===== config.mk =====
export PLATFORM = sky130hd
export DESIGN_NAME = config_ctrl_fsm
export DESIGN_NICKNAME = d
export VERILOG_FILES = /design/src/rtl/config_ctrl_fsm.sv
export SDC_FILE = /design/constraint.sdc
export NUM_CORES = 1
export LEC_CHECK = 0
export ABC_CLOCK_PERIOD_IN_PS = 3500
export BUFFER_PORTS_ARGS = -buffer_cell sky130_fd_sc_hd__clkbuf_2
export CORE_AREA = 2 2 83 61
export CTS_BUF_LIST = sky130_fd_sc_hd__clkbuf_4 sky130_fd_sc_hd__clkbuf_8
export CTS_CLUSTER_DIAMETER = 150
export DETAILED_ROUTE_END_ITERATION = 12
export DIE_AREA = 0 0 85 63
export MAX_ROUTING_LAYER = met4
export PLACE_DENSITY = 0.64
export SYNTH_ARGS = -nofsm -noshare
export SYNTH_HDL_FRONTEND = slang
export SYNTH_SLANG_ARGS = --single-unit

===== constraint.sdc =====
create_clock -name clk -period 3.5 [get_ports clk]
set_clock_uncertainty 0.2 [all_clocks]
set_input_delay 0.175 -clock clk [delete_from_list [all_inputs] [get_ports clk]]
set_output_delay 0.175 -clock clk [all_outputs]
set_load 0.01 [all_outputs]

===== src/rtl/config_ctrl_fsm.sv =====
// Clock-setting controller: steps through hours/minutes/seconds edit fields from
// debounced buttons, issues up/down pulses, and hands the result to the RTC writer.
module config_ctrl_fsm #(
  parameter int                CNT_W       = 24,
  parameter logic [CNT_W-1:0]  TIMEOUT_CYC = 24'd10_000_000
) (
  input  logic       clk,
  input  logic       reset,
  input  logic       btn_cfg,
  input  logic       btn_up,
  input  logic       btn_down,
  input  logic       btn_right,
  input  logic       btn_left,
  input  logic       write_ack,
  output logic [3:0] en_count,
  output logic       enUP,
  output logic       enDOWN,
  output logic       edit_mode,
  output logic       write_req,
  output logic       abort
);

  // state  | meaning
  // IDLE   | clock running, buttons other than cfg ignored
  // EDIT   | one field selected, up/down adjust it, cfg commits
  // COMMIT | write_req held until the RTC acknowledges
  localparam logic [1:0] S_IDLE   = 2'd0;
  localparam logic [1:0] S_EDIT   = 2'd1;
  localparam logic [1:0] S_COMMIT = 2'd2;

  localparam logic [1:0] F_HRS = 2'd0;
  localparam logic [1:0] F_SEC = 2'd2;
  localparam logic [1:0] F_BAD = 2'd3;

  localparam logic [CNT_W-1:0] CNT_LAST = TIMEOUT_CYC - CNT_W'(1);

  localparam int B_CFG   = 0;
  localparam int B_UP    = 1;
  localparam int B_DOWN  = 2;
  localparam int B_RIGHT = 3;
  localparam int B_LEFT  = 4;

  logic [4:0]       btn_live;
  logic [4:0]       btn_prev_q;
  logic [4:0]       rise;

  logic [1:0]       state_q,    state_d;
  logic [1:0]       field_q,    field_d;
  logic [CNT_W-1:0] cnt_q,      cnt_d;
  logic [3:0]       en_count_q, en_count_d;
  logic             up_q,       up_d;
  logic             down_q,     down_d;
  logic             edit_q,     edit_d;
  logic             wreq_q,     wreq_d;
  logic             abort_q,    abort_d;

  assign btn_live = {btn_left, btn_right, btn_down, btn_up, btn_cfg};
  assign rise     = btn_live & ~btn_prev_q;

  // Loaded even while reset is asserted, so a button held across reset release is not an edge.
  always_ff @(posedge clk) begin
    btn_prev_q <= btn_live;
  end

  always_comb begin
    state_d = state_q;
    field_d = field_q;
    cnt_d   = '0;
    up_d    = 1'b0;
    down_d  = 1'b0;
    abort_d = 1'b0;

    case (state_q)
      S_IDLE: begin
        field_d = F_HRS;
        if (rise[B_CFG]) begin
          state_d = S_EDIT;
        end
      end

      S_EDIT: begin
        if (rise[B_CFG]) begin
          state_d = S_COMMIT;
        end else if (rise[B_UP]) begin
          up_d = 1'b1;
        end else if (rise[B_DOWN]) begin
          down_d = 1'b1;
        end else if (rise[B_RIGHT]) begin
          field_d = (field_q == F_SEC) ? F_HRS : field_q + 2'd1;
        end else if (rise[B_LEFT]) begin
          field_d = (field_q == F_HRS) ? F_SEC : field_q - 2'd1;
        end else if (cnt_q == CNT_LAST) begin
          state_d = S_IDLE;
          field_d = F_HRS;
          abort_d = 1'b1;
        end else begin
          cnt_d = cnt_q + CNT_W'(1);
        end
      end

      S_COMMIT: begin
        if (write_ack) begin
          state_d = S_IDLE;
          field_d = F_HRS;
        end
      end

      default: begin
        state_d = S_IDLE;
        field_d = F_HRS;
      end
    endcase

    // An out-of-range field is treated like a corrupted state: recover to IDLE.
    if (field_q == F_BAD) begin
      state_d = S_IDLE;
      field_d = F_HRS;
      cnt_d   = '0;
      up_d    = 1'b0;
      down_d  = 1'b0;
      abort_d = 1'b0;
    end
  end

  // Outputs are decoded from the next state so they land one cycle after the edge.
  always_comb begin
    case (state_d)
      S_EDIT:   en_count_d = {2'b00, field_d} + 4'd1;
      S_COMMIT: en_count_d = 4'd4;
      default:  en_count_d = 4'd0;
    endcase
    edit_d = (state_d == S_EDIT) || (state_d == S_COMMIT);
    wreq_d = (state_d == S_COMMIT);
  end

  always_ff @(posedge clk) begin
    if (!reset) begin
      state_q    <= S_IDLE;
      field_q    <= F_HRS;
      cnt_q      <= '0;
      en_count_q <= 4'd0;
      up_q       <= 1'b0;
      down_q     <= 1'b0;
      edit_q     <= 1'b0;
      wreq_q     <= 1'b0;
      abort_q    <= 1'b0;
    end else begin
      state_q    <= state_d;
      field_q    <= field_d;
      cnt_q      <= cnt_d;
      en_count_q <= en_count_d;
      up_q       <= up_d;
      down_q     <= down_d;
      edit_q     <= edit_d;
      wreq_q     <= wreq_d;
      abort_q    <= abort_d;
    end
  end

  assign en_count  = en_count_q;
  assign enUP      = up_q;
  assign enDOWN    = down_q;
  assign edit_mode = edit_q;
  assign write_req = wreq_q;
  assign abort     = abort_q;

endmodule


======== After elaboration in Yosys (flattened, before gate mapping) ========
Cells that the tools add are included.
storage, ports and cells
  flip-flop bits (word level) ............. 42
  output and inout bits ................... 9
  input bits .............................. 8
  word-level logic and storage cells ...... 57
operators by class
  bitwise gates (word level) .............. 4
  muxes and demuxes ....................... 25
  add/subtract/negate cells ............... 4
  equal/unequal tests ..................... 7
  reductions and logical operators ........ 7
operator list
  kind                   count
  $mux 2                 19
  $add 24x1->24 const B  1
  $eq 24x24->1 const B   1
  $reduce_or 9->1        1
  $eq 2x2->1 const B     4
  $reduce_or 8->1        1
  $pmux 2 s3             1
  $pmux 3 s2             1
  $and 5x5->5            1
  $not 5->5              1
  $reduce_or 5->1        1
  $eq 2x1->1 const B     2
  $logic_not 2->1        2
  $pmux 2 s2             1
  $reduce_or 4->1        1
  $add 2x1->3 const B    1
  $mux 1                 3
  $add 2x1->2 const B    1
  $not 1->1              2
  $sub 2x1->2 const B    1
  $logic_or 1x1->1       1

======== Logic depth before layout (Yosys ltp) ========
  word-level depth ........................ 11
  mapped depth ............................ 10
  depth with buffers taken out ............ 9

======== Least setup slack after synthesis ========
No wires, ideal clock.
  path type ............................... register -> register
  start ................................... register cnt_q[0]
  end ..................................... register en_count_q[1], in the netlist en_count[1]
  path slack .............................. 0.992 ns
  clock period less this slack ............ 2.508 ns
  setup time .............................. 0.059 ns
  arrival ................................. 2.248 ns
  data required time ...................... 3.241 ns
  cell stages (with the launch flop) ...... 9
  path buffers ............................ 0
  cell sequence ........................... dfxtp_1 ha_1 nand3_4 or3_1 or3_1 o211a_1 ha_1 nor2b_1 and3_1
between the ends
  longest elaborated chain between the ends .. 11
  elaborated cells between the ends (all ways) .. 21
  classes of those cells .................. add/sub (1); eq/ne (3); mux (17)
RTL lines
  item                                      line  text
  start, declared                           49    logic [CNT_W-1:0] cnt_q, cnt_d;
  start signal, assigned                    150   cnt_q <= cnt_d;
  $eq 24x24->1 *                            92    end else if (cnt_q == CNT_LAST) begin
  $mux 2 *                                  92
  $mux 2 *                                  90    end else if (rise[B_LEFT]) begin
  $mux 2 *                                  88    end else if (rise[B_RIGHT]) begin
  $mux 2 *                                  86    end else if (rise[B_DOWN]) begin
  $mux 2 *                                  84    end else if (rise[B_UP]) begin
  $mux 2 *                                  82    if (rise[B_CFG]) begin
  $pmux 2 s3 *                              73    case (state_q)
  $mux 2 *                                  115   if (field_q == F_BAD) begin
  named net state_d[1]                      47    logic [1:0] state_q, state_d;
  $eq 2x2->1 or $eq 2x1->1 (tied branches)  127   case (state_d)
  $pmux 3 s2 *                              127
  end signal, assigned                      151   en_count_q <= en_count_d;
  end, declared                             50    logic [3:0] en_count_q, en_count_d;
The timed path passes the listed nets; every way through them passes the cells marked *.
A chain may end at the register's enable or synchronous reset.

======== Worst setup path after layout ========
Ends and elaborated chain as after synthesis.

==> flow_summary.json <==
{
  "setup_viol": 0,
  "antenna_found_initial": 0,
  "grt_pass1_vias": 1610,
  "post-cts-setup-buffers": 0,
  "r2r_start": "cnt_q[0]",
  "fillCellCount": 424,
  "cts.htree.levels": 2,
  "synthFlopType": "dfxtp_1",
  "power_mw": 0.955,
  "pwr_density_cell_nw_per_um2": 399,
  "comb_power_share_pct": 7.6,
  "die_h_um": 63,
  "yosysMostFrequentCell": "dfxtp_1",
  "cts_sinks": 41,
  "cts_buffer_depth": 2,
  "critPathMaxFanout": 8,
  "vias": 1755,
  "port_buffers": 15,
  "maxCapViolations": 0,
  "leakagePower_nw": 0.802,
  "max-vdd-ir-drop_mv": 0.244,
  "io_pins": 17,
  "core_um2": 4600,
  "ys.warnings.count": 0,
  "clock_latency_ns": 0.29,
  "grt.met1_usage_pct": 25.3,
  "syn-mean-instance-area_um2": 8.70,
  "cts.hold.buffers_added": 6,
  "hpwlAfterDp_mm": 3.04,
  "synthCells": 240,
  "wl_per_cell_um": 13.4,
  "async_flop_share_pct": 0,
  "finalNetCount": 283,
  "synth_fp_nets": 260,
  "p_sw_share_pct": 22.0,
  "fin_crit_ns": 2.73,
  "drt_first_iter_violations": 97,
  "min_from": "write_ack",
  "rsz0062_at_grt": "no",
  "die_w_um": 85,
  "fmax_mhz": 366,
  "use_met2_pct": 24.4,
  "top_usage_layer": "met1",
  "place_area_um2": 2210,
  "crit_required_ns": 3.54,
  "grt_usage_pct": 17.7,
  "grt_max_degree": 25,
  "ys_ff_latch": 41,
  "hold_ws_ns": 0.172,
  "switching_power_mw": 0.210,
  "status": "complete, no violations",
  "drive_above_1_share_pct": 11.4,
  "ctsResizeCount": 0,
  "cts_root_buf": "clkbuf_8",
  "routed_wl_mm": 4.29,
  "p_seq_share_pct": 50.1,
  "diodes": 0,
  "setup_tns_ns": 0,
  "drv_slew": 0,
  "hold_violations": 0,
  "globalRouteOverflowTotal": 0,
  "worstSetupStartpoint": "cnt_q[0]",
  "clockPowerShare_pct": 42.3,
  "rows": 21,
  "firstDrtPassIters": 4,
  "met3_usage_pct": 3.96,
  "synth_area_leader_cell": "dfxtp_1",
  "final_cell_area_um2": 2390,
  "netlist.area_leader.share_pct": 39.3,
  "ys_seq_area_share_pct": 39.3,
  "netlist_area_um2": 2090,
  "worstPathArrival_ns": 2.77,
  "ys_top_cells_by_area": "dfxtp_1, ha_1, xnor2_1",
  "cts_inserted_buffers": 5,
  "critPathLaunchType": "register",
  "synth.distinct_cells": 45,
  "die_area_um2": 5360,
  "grt_pass1_wl_mm": 7.33,
  "clk_pin_slew_worst_paths_ns": 0.08,
  "drc_errors": 0,
  "cts_tree": "built",
  "ant_nets": 0,
  "path_class": "register to register",
  "crit_path_end_kind": "register",
  "finalCritPeriodShare_pct": 78.1,
  "initial_utilization_pct": 45.4,
  "synth_edf_count": 0,
  "intPower_mw": 0.745,
  "ys_top_cells_by_count": "dfxtp_1, nor2_1, a21oi_1, nand2_1, o21ai_0",
  "min_path_type": "input pin to register",
  "via_per_inst": 5.47,
  "area_growth_syn_to_layout_pct": 14.6,
  "place_congestion": 0.879
}
[critical path, stage by stage (launching register included)]
cell and delay [ns]:
dfxtp_1 0.38, ha_1 0.25, nand3_4 0.13, or3_1 0.47, or3_1 0.38, o211a_1 0.25, ha_1 0.27, nor2b_1 0.16
and3_1 0.18
[sequential cells by signal (all words and copies together) (netlist names)]
register / count
enUP: 1
en_count: 3
edit_mode: 1
state_q: 2
field_q: 2
enDOWN: 1
write_req: 1
abort: 1
btn_prev_q: 5
cnt_q: 24
[layout make-up]
cell class / count / area, um2 / area share [%]
tap: 57 / 71.3 / 2.98
timing repair buffer: 22 / 143 / 5.96
sequential: 41 / 821 / 34.3
clock buffer: 7 / 90.1 / 3.77
clock inverter: 1 / 30.0 / 1.26
inverter: 9 / 33.8 / 1.41
multi-input combinational: 184 / 1200 / 50.3
[placed cells by master, fill, tap and decap left out, types with 2 or more instances in the layout]
cell / count
nand2b_1: 7
dfxtp_1: 41
nor4_1: 8
o21a_1: 2
nor3_1: 6
clkbuf_2: 15
or4_1: 4
nor2b_1: 10
o21ai_0: 14
o211a_1: 2
nand3_1: 6
nand2_1: 14
clkbuf_8: 6
o211ai_1: 2
nor2_1: 22
inv_1: 9
nand4_1: 8
a211oi_1: 5
a31oi_1: 2
o31ai_1: 3
dlygate4sd3_1: 6
and2_1: 3
xnor2_1: 11
or3_1: 10
a21oi_1: 14
ha_1: 12
[power groups by stage]
stage               clock network, mW  logic, mW  registers [mW]
detailed placement                  0     0.0663           0.489
global placement                    0     0.0657           0.489
floorplan                           0     0.0449           0.490
CTS                             0.412     0.0718           0.478
finish                          0.404     0.0724           0.478
global route                    0.429     0.0816           0.479
[final timing paths]
kind         depth (start not counted)           to  slack (ns)
max                                  8  en_count[1]        0.77
min reg2reg                          1     cnt_q[0]        0.28
min                                  4   state_q[0]        0.17
max reg2reg                          8  en_count[1]        0.77
[per-stage QoR]
stage	setup WS [ns]	instances	util, %
2_1_floorplan	0.992	240	-
3_3_place_gp	0.877	307	48.1
3_5_place_dp	0.790	307	48.1
4_1_cts	0.766	321	52.0
5_1_grt	0.549	321	52.0
6_report	0.767	321	52.0
[per-layer routing]
layer	wire length, um	up-vias
li1	-	917
met5	0	-
met2	1680	48
met3	243	5
met4	52	0
met1	2320	785
[cell families after synthesis]
| group | share of synthesized area (%) |
|---|---|
| simple gates | 29.9 |
| compound gates | 15.3 |
| flops | 39.3 |
| buf+inv | 3.06 |
| xor+xnor | 5.03 |
| fa+ha+maj | 7.19 |
| other cells | 0.180 |
Note: power is estimated with default switching activity, not from simulation.
